===== src/rtl/mdu_pkg.sv =====
// mdu_pkg: shared constants, operation encodings and FSM state type for the
// mdu32 multiply/divide unit.
package mdu_pkg;

   localparam int XLEN  = 32;   // operand/result width (only 32 supported)
   localparam int ITER  = 32;   // radix-2 steps per operation
   localparam int CNT_W = 6;    // iteration counter width, holds XLEN+1

   typedef enum logic [2:0] {
      OP_MULT  = 3'b000,
      OP_MULTU = 3'b001,
      OP_DIV   = 3'b010,
      OP_DIVU  = 3'b011,
      OP_MTHI  = 3'b100,
      OP_MTLO  = 3'b101
   } op_e;

   typedef enum logic [1:0] {
      IDLE = 2'd0,
      CALC = 2'd1,
      FIX  = 2'd2
   } state_e;

endpackage


===== src/rtl/mdu_sign_fix.sv =====
// mdu_sign_fix: conditional two's-complement negate. Used as abs() on the
// operands and as the sign fixup on the product, quotient and remainder.
module mdu_sign_fix #(
   parameter int W = 32
) (
   input  logic [W-1:0] din,
   input  logic         neg,
   output logic [W-1:0] dout
);

   assign dout = neg ? -din : din;

endmodule


===== src/rtl/mdu32.sv =====
// mdu32: iterative 32-bit multiply/divide unit with HI/LO result registers.
// MULT/MULTU use shift-add, DIV/DIVU use restoring shift-subtract, one step
// per cycle; MTHI/MTLO write HI/LO directly from A.
// Optional macro MDU_DIV0_FAST_EN: a divide by zero completes on the START
// edge without iterating and pulses DIV0 together with DONE.
module mdu32
   import mdu_pkg::*;
(
   input  logic            CLK,
   input  logic            RST,
   input  logic            START,
   input  logic [2:0]      OP,
   input  logic [XLEN-1:0] A,
   input  logic [XLEN-1:0] B,
   output logic            BUSY,
   output logic            DONE,
   output logic            DIV0,
   output logic [XLEN-1:0] HI,
   output logic [XLEN-1:0] LO
);

   localparam logic [CNT_W-1:0] CNT_LAST = CNT_W'(ITER - 1);

   state_e                state_q, state_d;
   logic [CNT_W-1:0]      cnt_q;

   // operation context captured at START
   logic [2:0]            op_q;
   logic                  sign_a_q, sign_b_q, div0_q;
   logic [XLEN-1:0]       mag_b_q, a_orig_q;
   logic [2*XLEN-1:0]     acc_q, acc_next;

   logic [XLEN-1:0]       hi_q, lo_q, hi_res, lo_res;
   logic                  done_q;

   logic                  load, fix_wr, fast_div0, wr_hi_a, wr_lo_a, div0_skip;
   logic                  signed_req, res_signed, neg_q;
   logic [XLEN-1:0]       mag_a, mag_b, quo, rem;
   logic [2*XLEN-1:0]     prod;
   logic [XLEN:0]         mul_sum, rem_sh, div_diff;
   logic                  div_ok;

`ifdef MDU_DIV0_FAST_EN
   assign div0_skip = (B == '0);
`else
   assign div0_skip = 1'b0;
`endif

   // operand magnitudes for the signed ops (OP[0]=0 means signed)
   assign signed_req = ~OP[0];

   mdu_sign_fix #(.W(XLEN)) u_abs_a (.din(A), .neg(signed_req & A[XLEN-1]), .dout(mag_a));
   mdu_sign_fix #(.W(XLEN)) u_abs_b (.din(B), .neg(signed_req & B[XLEN-1]), .dout(mag_b));

   // result sign fixup; the remainder follows the dividend's sign
   assign res_signed = ~op_q[0];
   assign neg_q      = res_signed & (sign_a_q ^ sign_b_q);

   mdu_sign_fix #(.W(2*XLEN)) u_fix_prod (.din(acc_q), .neg(neg_q), .dout(prod));
   mdu_sign_fix #(.W(XLEN)) u_fix_quo (.din(acc_q[XLEN-1:0]), .neg(neg_q), .dout(quo));
   mdu_sign_fix #(.W(XLEN)) u_fix_rem (.din(acc_q[2*XLEN-1:XLEN]),
                                       .neg(res_signed & sign_a_q), .dout(rem));

   // next-state and control strobes
   // NOTE: every output of this block gets a default first so no path leaves
   // it unassigned, which would infer a latch.
   always_comb begin
      state_d   = state_q;
      load      = 1'b0;
      fix_wr    = 1'b0;
      fast_div0 = 1'b0;
      wr_hi_a   = 1'b0;
      wr_lo_a   = 1'b0;
      case (state_q)
         IDLE: begin
            if (START) begin
               case (OP)
                  OP_MULT, OP_MULTU: begin
                     load    = 1'b1;
                     state_d = CALC;
                  end
                  OP_DIV, OP_DIVU: begin
                     if (div0_skip) begin
                        fast_div0 = 1'b1;
                     end else begin
                        load    = 1'b1;
                        state_d = CALC;
                     end
                  end
                  OP_MTHI: wr_hi_a = 1'b1;
                  OP_MTLO: wr_lo_a = 1'b1;
                  default: ;
               endcase
            end
         end
         CALC: begin
            if (cnt_q == CNT_LAST) state_d = FIX;
         end
         FIX: begin
            fix_wr  = 1'b1;
            state_d = IDLE;
         end
         default: state_d = IDLE;
      endcase
   end

   // one radix-2 step: multiply adds B into the upper half then shifts right;
   // divide shifts the next dividend bit into the remainder and subtracts
   always_comb begin
      mul_sum  = {1'b0, acc_q[2*XLEN-1:XLEN]} + {1'b0, (acc_q[0] ? mag_b_q : '0)};
      rem_sh   = {acc_q[2*XLEN-1:XLEN], acc_q[XLEN-1]};
      div_diff = rem_sh - {1'b0, mag_b_q};
      div_ok   = ~div_diff[XLEN];
      if (op_q[1]) begin
         acc_next = {(div_ok ? div_diff[XLEN-1:0] : rem_sh[XLEN-1:0]),
                     acc_q[XLEN-2:0], div_ok};
      end else begin
         acc_next = {mul_sum, acc_q[XLEN-1:1]};
      end
   end

   // final HI/LO values; a zero divisor overrides the iterated result
   always_comb begin
      hi_res = prod[2*XLEN-1:XLEN];
      lo_res = prod[XLEN-1:0];
      if (op_q[1]) begin
         if (div0_q) begin
            hi_res = a_orig_q;
            lo_res = '1;
         end else begin
            hi_res = rem;
            lo_res = quo;
         end
      end
   end

   // state register and iteration counter
   // NOTE: sequential state uses non-blocking assignments so every register
   // samples the pre-edge values regardless of statement order.
   always_ff @(posedge CLK) begin
      if (RST) begin
         state_q <= IDLE;
         cnt_q   <= '0;
      end else begin
         state_q <= state_d;
         if (load)                cnt_q <= '0;
         else if (state_q == CALC) cnt_q <= cnt_q + CNT_W'(1);
      end
   end

   // operand capture and accumulator
   // NOTE: these datapath registers carry no reset; they are always loaded
   // before use and their contents are ignored while IDLE.
   always_ff @(posedge CLK) begin
      if (load) begin
         op_q     <= OP;
         sign_a_q <= A[XLEN-1];
         sign_b_q <= B[XLEN-1];
         mag_b_q  <= mag_b;
         a_orig_q <= A;
         div0_q   <= (B == '0);
         acc_q    <= {{XLEN{1'b0}}, mag_a};
      end else if (state_q == CALC) begin
         acc_q    <= acc_next;
      end
   end

   // HI/LO result registers and DONE pulse
   always_ff @(posedge CLK) begin
      if (RST) begin
         hi_q   <= '0;
         lo_q   <= '0;
         done_q <= 1'b0;
      end else begin
         done_q <= fix_wr | fast_div0;
         if (fix_wr) begin
            hi_q <= hi_res;
            lo_q <= lo_res;
         end else if (fast_div0) begin
            hi_q <= A;
            lo_q <= '1;
         end else begin
            if (wr_hi_a) hi_q <= A;
            if (wr_lo_a) lo_q <= A;
         end
      end
   end

`ifdef MDU_DIV0_FAST_EN
   logic div0_pulse_q;

   // DIV0 pulse alongside the fast divide-by-zero DONE
   always_ff @(posedge CLK) begin
      if (RST) div0_pulse_q <= 1'b0;
      else     div0_pulse_q <= fast_div0;
   end

   assign DIV0 = div0_pulse_q;
`else
   assign DIV0 = 1'b0;
`endif

   assign BUSY = (state_q != IDLE);
   assign DONE = done_q;
   assign HI   = hi_q;
   assign LO   = lo_q;

endmodule


===== config.mk =====
export PLATFORM = sky130hd
export DESIGN_NAME = mdu32
export DESIGN_NICKNAME = d
export VERILOG_FILES = /design/src/rtl/mdu_pkg.sv /design/src/rtl/mdu_sign_fix.sv /design/src/rtl/mdu32.sv
export SDC_FILE = /design/constraint.sdc
export NUM_CORES = 1
export LEC_CHECK = 0
export ABC_AREA = 1
export BUFFER_PORTS_ARGS = -buffer_cell sky130_fd_sc_hd__buf_2
export CAP_MARGIN = 10
export CELL_PAD_IN_SITES_DETAIL_PLACEMENT = 0
export CELL_PAD_IN_SITES_GLOBAL_PLACEMENT = 1
export CORE_MARGIN = 2
export CORE_UTILIZATION = 24
export DETAILED_ROUTE_END_ITERATION = 10
export PLACE_DENSITY_LB_ADDON = 0.1
export SLEW_MARGIN = 20
export SYNTH_ARGS = -nofsm -noshare
export SYNTH_HDL_FRONTEND = slang
export SYNTH_SLANG_ARGS = --single-unit

===== constraint.sdc =====
create_clock -name CLK -period 6.9 [get_ports CLK]
set_input_delay 0.69 -clock CLK [delete_from_list [all_inputs] [get_ports CLK]]
set_output_delay 0.69 -clock CLK [all_outputs]
set_load 0.03 [all_outputs]

After elaboration in Yosys (flattened, before gate mapping)
Cells that the tools add are included.
{"block": "totals", "ff_bits": 206, "in_bits": 70, "output_inout_bits": 67, "wordCells": 82}
{"block": "op_classes", "n_addsub": 8, "eq_ne": 11, "mux": 32, "n_bitwise": 8, "n_reduce_logical": 10}
{"cell": "2-to-1 mux 32 bit", "count": 16}
{"cell": "2-to-1 mux 64 bit", "count": 2}
{"cell": "negation 32 bit", "count": 4}
{"cell": "negation 64 bit", "count": 1}
{"cell": "adder 32 x 32 -> 33 bit", "count": 1}
{"cell": "subtractor 33 x 32 -> 33 bit", "count": 1}
{"cell": "zero test 32 bit", "count": 1}
{"cell": "2-to-1 mux 1 bit", "count": 10}
{"cell": "nonzero test 2 bit", "count": 4}
{"cell": "adder 6 x 1 -> 6 bit (second input constant)", "count": 1}
{"cell": "== test 3 x 2 -> 1 bit (second input constant)", "count": 2}
{"cell": "== test 3 bit (second input constant)", "count": 2}
{"cell": "== test 6 x 5 -> 1 bit (second input constant)", "count": 1}
{"cell": "2-to-1 mux 2 bit", "count": 3}
{"cell": "inequality test 2 bit (second input constant)", "count": 3}
{"cell": "AND 1 bit", "count": 4}
{"cell": "case mux 2 bit (2 select lines)", "count": 1}
{"cell": "OR reduction 4 bit", "count": 1}
{"cell": "== test 3 x 1 -> 1 bit (second input constant)", "count": 1}
{"cell": "zero test 3 bit", "count": 1}
{"cell": "inverter 1 bit", "count": 3}
{"cell": "AND reduction 3 bit", "count": 1}
{"cell": "== test 2 x 1 -> 1 bit (second input constant)", "count": 1}
{"cell": "== test 2 bit (second input constant)", "count": 1}
{"cell": "3 further kinds", "count": 3}

Logic depth before layout (Yosys ltp)
Gate-level depths: netlist (run 1).
{"block": "depth", "word_depth": 6, "depth_mapped": 19}

By module
A second synthesis (run 1) with hierarchy kept.
{"block": "unflattened", "hier_cells": 3763, "area_unflattened_um2": 21660.8}
{"mod": "mdu32", "n_inst": 1, "cells_per_inst": 2365, "area_each_um2": 15040.7, "seq_area_each_um2": 5104.9}
{"mod": "mdu_sign_fix at u_abs_a ...", "n_inst": 4, "cells_per_inst": 225, "area_each_um2": 1052.3, "seq_area_each_um2": 0.0}
{"mod": "mdu_sign_fix at u_fix_prod", "n_inst": 1, "cells_per_inst": 498, "area_each_um2": 2411.1, "seq_area_each_um2": 0.0}

Least setup slack after synthesis (run 1)
OpenSTA, ideal clock, no wires.
{"block": "synth_timing", "kind": "input to register", "start": "in START", "end": "reg a_orig_q[0], enable pin", "arrival_ns": 3.191, "required_time_ns": 6.441, "slack_ns": 3.250, "cell_stages": 3, "n_path_buf": 1, "path_cell_list": "inv_1 nor3_2 clkbuf_1"}
{"block": "synth_via", "elab_chain_len": 2}
{"item": "from (decl)", "line_no": "mdu32.sv:11", "source": "input logic START,"}
{"item": "2-to-1 mux 1 bit", "line_no": "mdu32.sv:76", "source": "if (START) begin"}
{"item": "2-to-1 mux 1 bit", "line_no": "mdu32.sv:74", "source": "case (state_q)"}
{"item": "named net load", "line_no": "mdu32.sv:36", "source": "logic load, fix_wr, fast_div0, wr_hi_a, wr_lo_a, div0_skip;"}
{"item": "to (signal assigned)", "line_no": "mdu32.sv:160", "source": "a_orig_q <= A;"}
{"item": "to (decl)", "line_no": "mdu32.sv:30", "source": "logic [XLEN-1:0] mag_b_q, a_orig_q;"}
The timed path passes the listed nets, and every way through them passes these cells.
A chain may end at the register's enable or synchronous reset.

Final worst setup path (run 1)
{"block": "layout_timing", "start": "reg acc_q[32]", "end": "reg acc_q[36]"}
{"block": "layout_via", "elab_chain_len": 3, "elab_cells_between_ends": 4}
{"item": "from (decl)", "line_no": "mdu32.sv:31", "source": "logic [2*XLEN-1:0] acc_q, acc_next;"}
{"item": "from (signal assigned)", "line_no": "mdu32.sv:162", "source": "acc_q <= {{XLEN{1'b0}}, mag_a};"}
{"item": "from (signal assigned)", "line_no": "mdu32.sv:164", "source": "acc_q <= acc_next;"}
{"item": "subtractor 33 x 32 -> 33 bit", "line_no": "mdu32.sv:112", "source": "div_diff = rem_sh - {1'b0, mag_b_q};"}
{"item": "2-to-1 mux 32 bit", "line_no": "mdu32.sv:115", "source": "acc_next = {(div_ok ? div_diff[XLEN-1:0] : rem_sh[XLEN-1:0]),"}
{"item": "2-to-1 mux 64 bit *", "line_no": "mdu32.sv:114", "source": "if (op_q[1]) begin"}
Every way passes the cells marked *; elsewhere a longest branch is shown, timed or not.

==> results_tabular.tex, run 1 <==
\begin{tabular}{lr}
\hline
Metric & Value \\
\hline
\multicolumn{2}{l}{\textbf{Status}} \\
\quad Result of the run & finished, final reports clean \\
\multicolumn{2}{l}{\textbf{Clock tree}} \\
\quad TritonCTS clock tree & done \\
\quad Root buf cell & sky130\_fd\_sc\_hd\_\_clkbuf\_16 \\
\quad Max clock buf depth & 3 \\
\quad Post-CTS Repair Setup Buffers & 0 \\
\quad Num Clock Sinks & 205 \\
\quad Clk\_lat worst skew & 0.61 ns \\
\quad Count of instances resized after the clock tree is built & 0 \\
\quad Number of buffers added by the clock tree synthesis step & 29 \\
\quad H-tree lvl count & 1 \\
\quad Quantity of hold-fixing buffers added after cts & 0 \\
\quad Clock transition at path regs & 0.06 ns \\
\multicolumn{2}{l}{\textbf{Finish}} \\
\quad Leading cell types in the layout, fill and taps excluded & sky130\_fd\_sc\_hd\_\_nand2\_1, sky130\_fd\_sc\_hd\_\_inv\_1, sky130\_fd\_sc\_hd\_\_nor2\_1, sky130\_fd\_sc\_hd\_\_o21ai\_0, sky130\_fd\_sc\_hd\_\_nand3\_1 \\
\quad \# fillers & 8719 \\
\quad Diodes inserted & 0 \\
\quad Final layout net count & 3315 \\
\quad Area Growth Syn to Fin & 14.9\% \\
\quad Most common cell after layout, fill and taps aside & sky130\_fd\_sc\_hd\_\_nand2\_1 \\
\quad Fraction of layout cells with a size suffix above 1 & 8.29\% \\
\quad Final non-filler cell area & 21200 µm² \\
\multicolumn{2}{l}{\textbf{Critical path}} \\
\quad Startpoint of the lowest-slack register-to-register path & acc\_q[32]\$\_SDFFE\_PP0P\_ \\
\quad Largest fanout of any net on the critical path & 34 \\
\quad CP Class & reg -> reg \\
\quad Type of destination of the critical path & flip-flop \\
\quad Cells on worst reg2reg path & 16 \\
\quad FF-to-FF End & acc\_q[36]\$\_SDFFE\_PP0P\_ \\
\quad Number of buffers and inverters on the critical path & 2 \\
\quad Signal arrival time at the worst endpoint & 4.08 ns \\
\quad Cell with the biggest individual delay on the critical path & sky130\_fd\_sc\_hd\_\_fa\_1 \\
\quad Setup slack of the worst register-to-register path & 3.30 ns \\
\quad Critical Path Most Common Cell & sky130\_fd\_sc\_hd\_\_nand2\_2 \\
\quad Endpoint required time on the critical path & 7.38 ns \\
\quad Critical path cell sequence & inv\_1, fa\_1, inv\_1, nand2\_1, nand2\_1, nand3\_1, nand2\_2, nand2\_2, nand2\_2, nand2\_2, nand3\_2, nand2\_4, nor2\_1, nand2\_1, nand3b\_1, o21ai\_0 \\
\quad Element type at the critical path start & flip-flop \\
\quad First element of the critical path & acc\_q[32]\$\_SDFFE\_PP0P\_ \\
\quad Family with the most delay on the worst path & simple AND/OR/NAND/NOR gates \\
\quad Crit path largest cell delay & 0.49 ns \\
\multicolumn{2}{l}{\textbf{Die}} \\
\quad Placeable core region & 76100 µm² \\
\quad Die height & 281 µm \\
\quad Number of placement rows & 101 \\
\quad Total Die Area & 79200 µm² \\
\quad Width of the die & 281 µm \\
\quad I/O pin count & 137 \\
\quad Starting utilization of the core area & 24.3\% \\
\multicolumn{2}{l}{\textbf{Job}} \\
\quad Number of max-capacitance violations reported & 0 \\
\multicolumn{2}{l}{\textbf{Min path}} \\
\quad Hold path depth & 1 \\
\quad Kind of path behind the tightest hold check & in -> reg \\
\quad Startpoint of the tightest hold check path & OP[1] \\
\quad Worst hold path endpoint & op\_q[1]\$\_DFFE\_PP\_ \\
\multicolumn{2}{l}{\textbf{Timing}} \\
\quad Count of pins over their slew limit & 0 \\
\quad Final Hold Viols & 0 \\
\quad Worst slew margin & 24.6\% \\
\quad Setup repair after global routing missed its margin & no \\
\quad Total negative setup slack & 0 ns \\
\quad Max Clk Rate & 278 MHz \\
\quad Tcrit/Tclk final & 52.2\% \\
\quad Final count of negative-setup-slack endpoints & 0 \\
\quad Worst hold slack across all endpoints & 0.286 ns \\
\quad Actual slew at the worst max-slew pin & 1.13 ns \\
\quad Minimum clock period & 3.60 ns \\
\quad Final Skew & 0.0182 ns \\
\multicolumn{2}{l}{\textbf{Yosys}} \\
\quad Share of the yosys chip area belonging to registers & 27.6\% \\
\quad Yosys warnings & 0 \\
\quad Main area contributors after synthesis & sky130\_fd\_sc\_hd\_\_nand2\_1, sky130\_fd\_sc\_hd\_\_edfxtp\_1, sky130\_fd\_sc\_hd\_\_dfxtp\_1 \\
\quad Number of synthesized register bits & 205 \\
\quad Cells after synthesis & 3098 \\
\quad Fraction of registers with async set or reset after synthesis & 0\% \\
\quad Number of flops mapped to enable cells by yosys & 100 \\
\quad Syn Nets & 3239 \\
\quad Average cell area after synthesis & 5.96 µm² \\
\quad Syn Std Cell Area & 18500 µm² \\
\quad Yosys top cell area share & 19.9\% \\
\quad Library cell occupying the most area in the post-synthesis netlist & sky130\_fd\_sc\_hd\_\_nand2\_1 \\
\quad Most used flip-flop cell after synthesis & sky130\_fd\_sc\_hd\_\_dfxtp\_1 \\
\quad Count of different cell masters after synthesis & 49 \\
\multicolumn{2}{l}{\textbf{Global route}} \\
\quad Total congestion overflow & 0 \\
\quad Antenna violations before repair & 5 \\
\quad Pin count of the biggest net entering global routing & 75 \\
\quad Via count of the first global-routing pass & 19482 \\
\quad Global router's overall resource usage & 22.6\% \\
\quad Wire length of the first global-routing pass & 132000 µm \\
\multicolumn{2}{l}{\textbf{Detailed routing}} \\
\quad Drc violations & 0 \\
\quad Post-route antenna net violation count & 0 \\
\quad Overall routed net length & 91100 µm \\
\quad Total via count after detailed routing & 20570 \\
\quad Via density per instance & 4.87 \\
\quad Router iterations before antenna repair & 5 \\
\quad Routed wire per std cell & 21.6 µm \\
\quad Count of routing violations after the opening detailed-route iteration & 1899 \\
\multicolumn{2}{l}{\textbf{Power and ir drop}} \\
\quad Comb power frac & 38.6\% \\
\quad Clock Power Share & 32.1\% \\
\quad Switching part of the total power & 44.1\% \\
\quad Pwr Density & 253 nW/µm² \\
\quad Portion of total power attributed to sequential cells & 29.3\% \\
\quad Worst vdd ir & 204 µV \\
\quad Sw Pwr & 2.36 mW \\
\quad Leakage component of the power & 10.4 nW \\
\quad Internal & 3.00 mW \\
\multicolumn{2}{l}{\textbf{Placement}} \\
\quad Port buffer count & 135 \\
\quad Standard cell area after detailed placement & 20100 µm² \\
\quad Routability congestion estimate from global placement & 0.916 \\
\quad Half-perimeter wire length of the detailed placement result & 72300 µm \\
\hline
\end{tabular}
==> cells by family (layout without fill, tap and decap cells) <==
group	count (synthesis)	after routing	share of synthesized area, %
AO/OA/AOI/OAI	525	525	14.9
XOR/XNOR	81	81	3.84
adder cells (fa/ha/maj)	71	71	4.89
buffers and inverters	547	646	11.4
flip-flops	205	205	27.6
multiplexers	1	1	0.0610
other	1	1	0.0203
AND/OR/NAND/NOR	1667	1667	37.2
==> power groups by stage <==
stage	Combinational (mW)	Sequential (mW)	Clock (mW)
floorplan	1.37	1.51	0
global placement	2.07	1.60	0
CTS	2.07	1.58	1.77
global route	2.32	1.59	1.81
finish	2.07	1.57	1.72
detailed placement	2.06	1.60	0
==> how the worst max path moves through the flow <==
stage	endpoint	slack (ns)	cells past startpoint
detailed placement	acc_q[36]$_SDFFE_PP0P_	3.27	16
floorplan	a_orig_q[0]$_DFFE_PP_	3.25	3
global route	acc_q[36]$_SDFFE_PP0P_	3.00	16
CTS	acc_q[36]$_SDFFE_PP0P_	3.26	16
global placement	LO[16]$_SDFFE_PP0P_	3.32	10
finish	acc_q[36]$_SDFFE_PP0P_	3.30	16
==> flip-flops by register name (all words and copies together) (netlist names) <==
register,count
DONE,1
HI,32
LO,32
a_orig_q,31
acc_q,64
cnt_q,6
div0_q,1
mag_b_q,32
op_q,2
sign_a_q,1
sign_b_q,1
state_q,2
==> synthesized netlist by cell type (12+ instances only) <==
library cell,number
sky130_fd_sc_hd__buf_2,15
sky130_fd_sc_hd__xnor2_1,24
sky130_fd_sc_hd__clkbuf_1,77
sky130_fd_sc_hd__nand4_1,23
sky130_fd_sc_hd__nor3_1,44
sky130_fd_sc_hd__a31oi_1,17
sky130_fd_sc_hd__nand3_1,269
sky130_fd_sc_hd__ha_1,69
sky130_fd_sc_hd__xor2_1,57
sky130_fd_sc_hd__a21oi_1,183
sky130_fd_sc_hd__o21ai_0,271
sky130_fd_sc_hd__o21ai_1,12
sky130_fd_sc_hd__edfxtp_1,100
sky130_fd_sc_hd__inv_1,426
sky130_fd_sc_hd__dfxtp_1,105
sky130_fd_sc_hd__nor2_1,305
sky130_fd_sc_hd__nand2_1,980
==> routing by layer <==
layer	up-vias	GRT usage [%]	wire [µm]
met1	9746	32.7	43800
li1	10131	-	-
met4	6	5.59	2160
met2	585	35.1	39700
met5	-	0	34
met3	102	3.32	5400
==> worst register-to-register path: stages, from the launching register on <==
cell                       delay, ns
sky130_fd_sc_hd__dfxtp_1        0.48
sky130_fd_sc_hd__inv_1          0.29
sky130_fd_sc_hd__fa_1           0.50
sky130_fd_sc_hd__inv_1          0.13
sky130_fd_sc_hd__nand2_1        0.08
sky130_fd_sc_hd__nand2_1        0.08
sky130_fd_sc_hd__nand3_1        0.10
sky130_fd_sc_hd__nand2_2        0.15
sky130_fd_sc_hd__nand2_2        0.06
sky130_fd_sc_hd__nand2_2        0.12
sky130_fd_sc_hd__nand2_2        0.09
sky130_fd_sc_hd__nand3_2        0.42
sky130_fd_sc_hd__nand2_4        0.38
sky130_fd_sc_hd__nor2_1         0.33
sky130_fd_sc_hd__nand2_1        0.09
sky130_fd_sc_hd__nand3b_1       0.09
sky130_fd_sc_hd__o21ai_0        0.07
==> final cells by class <==
| cell class | instances | area [µm²] | share of cell area (%) |
|---|---|---|---|
| Multi-Input combinational cell | 2346 | 11300 | 53.1 |
| Sequential cell | 205 | 5100 | 24.0 |
| Inverter | 438 | 1640 | 7.74 |
| Tap cell | 1030 | 1290 | 6.07 |
| Clock buffer | 40 | 923 | 4.35 |
| Timing Repair Buffer | 154 | 818 | 3.85 |
| Clock inverter | 14 | 168 | 0.790 |
==> stage by stage <==
step                cells  util, %  setup slack, ns  power [mW]
floorplan            3098        -             3.25        2.88
global placement     4173     26.5             3.32        3.67
detailed placement   4173     26.5             3.27        3.66
CTS                  4227     27.9             3.26        5.41
global route         4227     27.9             3.00        5.71
finish               4227     27.9             3.30        5.36
(Power assumes the default switching activity.)
==> run 2: changes to the inputs <==
- clock period: 6.9 -> 3.1 ns (I/O delays scaled with it)
==> results_tabular.tex, run 2 (same netlist as run 1, synthesis figures left out) <==
\begin{tabular}{lr}
\hline
Metric & Value \\
\hline
\multicolumn{2}{l}{\textbf{Clock tree}} \\
\quad Clock transition at path regs & 0.06 ns \\
\quad Number of buffers added by the clock tree synthesis step & 29 \\
\quad H-tree lvl count & 1 \\
\quad Root buf cell & sky130\_fd\_sc\_hd\_\_clkbuf\_16 \\
\quad Clk\_lat worst skew & 0.61 ns \\
\quad TritonCTS clock tree & done \\
\quad Num Clock Sinks & 205 \\
\quad Max clock buf depth & 3 \\
\multicolumn{2}{l}{\textbf{Timing}} \\
\quad Final count of negative-setup-slack endpoints & 0 \\
\quad Tcrit/Tclk final & 94.7\% \\
\quad Actual slew at the worst max-slew pin & 0.902 ns \\
\quad Count of pins over their slew limit & 0 \\
\quad Max Clk Rate & 341 MHz \\
\quad Worst setup margin & 0.166 ns \\
\quad Worst slew margin & 39.3\% \\
\quad Minimum clock period & 2.93 ns \\
\quad Final Skew & 0.0225 ns \\
\quad Final Hold Viols & 0 \\
\multicolumn{2}{l}{\textbf{Finish}} \\
\quad \# fillers & 8784 \\
\quad Final layout net count & 3410 \\
\quad Diodes inserted & 0 \\
\quad Fraction of layout cells with a size suffix above 1 & 10.6\% \\
\quad Leading cell types in the layout, fill and taps excluded & sky130\_fd\_sc\_hd\_\_nand2\_1, sky130\_fd\_sc\_hd\_\_inv\_1, sky130\_fd\_sc\_hd\_\_nor2\_1, sky130\_fd\_sc\_hd\_\_o21ai\_0, sky130\_fd\_sc\_hd\_\_nand3\_1 \\
\quad Area Growth Syn to Fin & 18.6\% \\
\quad Largest register FFs & 64 \\
\quad Largest register by flop count & acc\_q \\
\quad Most common cell after layout, fill and taps aside & sky130\_fd\_sc\_hd\_\_nand2\_1 \\
\quad Final non-filler cell area & 21900 µm² \\
\multicolumn{2}{l}{\textbf{Critical path}} \\
\quad Startpoint of the lowest-slack register-to-register path & acc\_q[31]\$\_DFFE\_PP\_ \\
\quad First element of the critical path & acc\_q[31]\$\_DFFE\_PP\_ \\
\quad CP Class & reg -> reg \\
\quad Cells on worst reg2reg path & 18 \\
\quad Largest fanout of any net on the critical path & 16 \\
\quad Setup slack of the worst register-to-register path & 0.17 ns \\
\quad Endpoint required time on the critical path & 3.58 ns \\
\quad FF-to-FF End & acc\_q[51]\$\_SDFFE\_PP0P\_ \\
\quad Signal arrival time at the worst endpoint & 3.41 ns \\
\quad Worst setup path endpoint & acc\_q[51]\$\_SDFFE\_PP0P\_ \\
\quad Type of destination of the critical path & flip-flop \\
\quad Element type at the critical path start & flip-flop \\
\multicolumn{2}{l}{\textbf{Min path}} \\
\quad Kind of path behind the tightest hold check & in -> reg \\
\multicolumn{2}{l}{\textbf{Detailed routing}} \\
\quad Via density per instance & 4.85 \\
\quad Overall routed net length & 93900 µm \\
\quad Drc violations & 0 \\
\quad Routed wire per std cell & 21.7 µm \\
\quad Count of routing violations after the opening detailed-route iteration & 1889 \\
\quad Post-route antenna net violation count & 0 \\
\quad Router iterations before antenna repair & 5 \\
\quad Total via count after detailed routing & 20945 \\
\multicolumn{2}{l}{\textbf{Die}} \\
\quad Die height & 281 µm \\
\quad Starting utilization of the core area & 24.3\% \\
\quad Total Die Area & 79200 µm² \\
\quad I/O pin count & 137 \\
\quad Placeable core region & 76100 µm² \\
\quad Number of placement rows & 101 \\
\quad Width of the die & 281 µm \\
\multicolumn{2}{l}{\textbf{Placement}} \\
\quad Port buffer count & 135 \\
\quad Standard cell area after detailed placement & 20800 µm² \\
\quad Routability congestion estimate from global placement & 0.927 \\
\quad Half-perimeter wire length of the detailed placement result & 75500 µm \\
\quad Place WS & -0.179 ns \\
\multicolumn{2}{l}{\textbf{Global route}} \\
\quad Global router's overall resource usage & 23.4\% \\
\quad Total congestion overflow & 0 \\
\quad Wire length of the first global-routing pass & 137000 µm \\
\quad Pin count of the biggest net entering global routing & 83 \\
\quad Antenna violations before repair & 1 \\
\quad Via count of the first global-routing pass & 20006 \\
\multicolumn{2}{l}{\textbf{Job}} \\
\quad Number of max-capacitance violations reported & 0 \\
\multicolumn{2}{l}{\textbf{Power and ir drop}} \\
\quad Worst vdd ir & 400 µV \\
\quad Leakage component of the power & 10.8 nW \\
\quad Pwr Density & 543 nW/µm² \\
\multicolumn{2}{l}{\textbf{Status}} \\
\quad Result of the run & finished, final reports clean \\
\hline
\end{tabular}
-- run 2: cell types whose count changed in the layout (fill, tap and decap cells not counted), moves of 2 or more --
cell                            before  now
sky130_fd_sc_hd__nor2_1            301  298
sky130_fd_sc_hd__inv_6               3    0
sky130_fd_sc_hd__inv_4               0    2
sky130_fd_sc_hd__clkinv_1            2    7
sky130_fd_sc_hd__buf_4              19  101
sky130_fd_sc_hd__clkinv_2            2    6
sky130_fd_sc_hd__nor2_2             12   15
sky130_fd_sc_hd__dlygate4sd3_1       0    8
sky130_fd_sc_hd__buf_12              0    4
sky130_fd_sc_hd__clkbuf_16          34   31
sky130_fd_sc_hd__clkbuf_1            1    6
sky130_fd_sc_hd__clkbuf_8            5    1
-- run 2: final cells by class --
type                       count  area (µm²)  share of cell area, %
timing repair buffer         249        1610                   7.33
sequential                   205        5110                   23.3
tap                         1030        1290                   5.88
inverter                     438        1640                   7.51
multi-input combinational   2346       11300                   51.7
clock buffer                  38         812                   3.71
clock inverter                16         128                  0.583
-- run 2: report_power, final --
group          internal [mW]  leakage, nW  total (mW)  switching (mW)
Clock                   1.94        0.462        3.39            1.46
Combinational           1.55         8.57        5.12            3.57
Sequential              3.09         1.80        3.37           0.285
-- run 2: critical path: stages, from the launching register on --
cell,delay [ns]
sky130_fd_sc_hd__edfxtp_1,0.41
sky130_fd_sc_hd__inv_1,0.10
sky130_fd_sc_hd__ha_1,0.24
sky130_fd_sc_hd__fa_1,0.39
sky130_fd_sc_hd__inv_2,0.10
sky130_fd_sc_hd__nand2_1,0.07
sky130_fd_sc_hd__nand2_1,0.09
sky130_fd_sc_hd__nand3_1,0.13
sky130_fd_sc_hd__nand2_4,0.15
sky130_fd_sc_hd__nand2_2,0.06
sky130_fd_sc_hd__nand2_2,0.09
sky130_fd_sc_hd__nand2_2,0.09
sky130_fd_sc_hd__nand2_2,0.08
sky130_fd_sc_hd__nand2_4,0.07
sky130_fd_sc_hd__nand2_8,0.17
sky130_fd_sc_hd__buf_4,0.21
sky130_fd_sc_hd__nand3_1,0.15
sky130_fd_sc_hd__nand3_1,0.13
sky130_fd_sc_hd__a21oi_1,0.08
-- run 2: layer usage --
| metal | track usage (%) | vias up | share of wire (%) |
|---|---|---|---|
| met2 | 36.2 | 681 | 44 |
| li1 | - | 10308 | - |
| met3 | 3.26 | 104 | 6.2 |
| met4 | 6.37 | 0 | 2.7 |
| met5 | 0 | - | 0 |
| met1 | 33.9 | 9852 | 47 |
-- run 2: worst min-delay path by stage --
stage,slack [ns],endpoint,startpoint,depth (start not counted)
after floorplan,0.41,a_orig_q[0]$_DFFE_PP_,A[0],0
after global placement,0.47,cnt_q[1]$_SDFFE_PP0P_,cnt_q[1]$_SDFFE_PP0P_,2
after detailed placement,0.47,LO[0]$_SDFFE_PP0P_,LO[0]$_SDFFE_PP0P_,2
after CTS,0.002,sign_a_q$_DFFE_PP_,A[31],1
after global routing,0.007,sign_a_q$_DFFE_PP_,A[31],1
final,0.02,a_orig_q[3]$_DFFE_PP_,A[3],1
-- run 2: repair_timing --
| action | 4_1_cts | 5_1_grt |
|---|---|---|
| setup endpoints to repair | 17 | 26 |
| gates cloned | 0 | 0 |
| resized for setup | 1 | 9 |
| pin swaps | 0 | 2 |
| buffers inserted | 1 | 7 |
| hold buffers | 8 | 0 |
| endpoints found under the hold margin | 8 | 0 |
-- run 2: stage by stage --
stage	power, mW	util, %	hold slack [ns]	TNS, ns	std cells
global route	12.7	28.8	0.00675	-0.0138	4322
CTS	11.9	28.7	0.00189	0	4315
finish	11.9	28.8	0.0195	0	4322
floorplan	6.41	-	0.409	0	3098
detailed placement	8.46	27.3	0.470	-1.06	4252
global placement	8.50	27.3	0.472	-0.914	4252
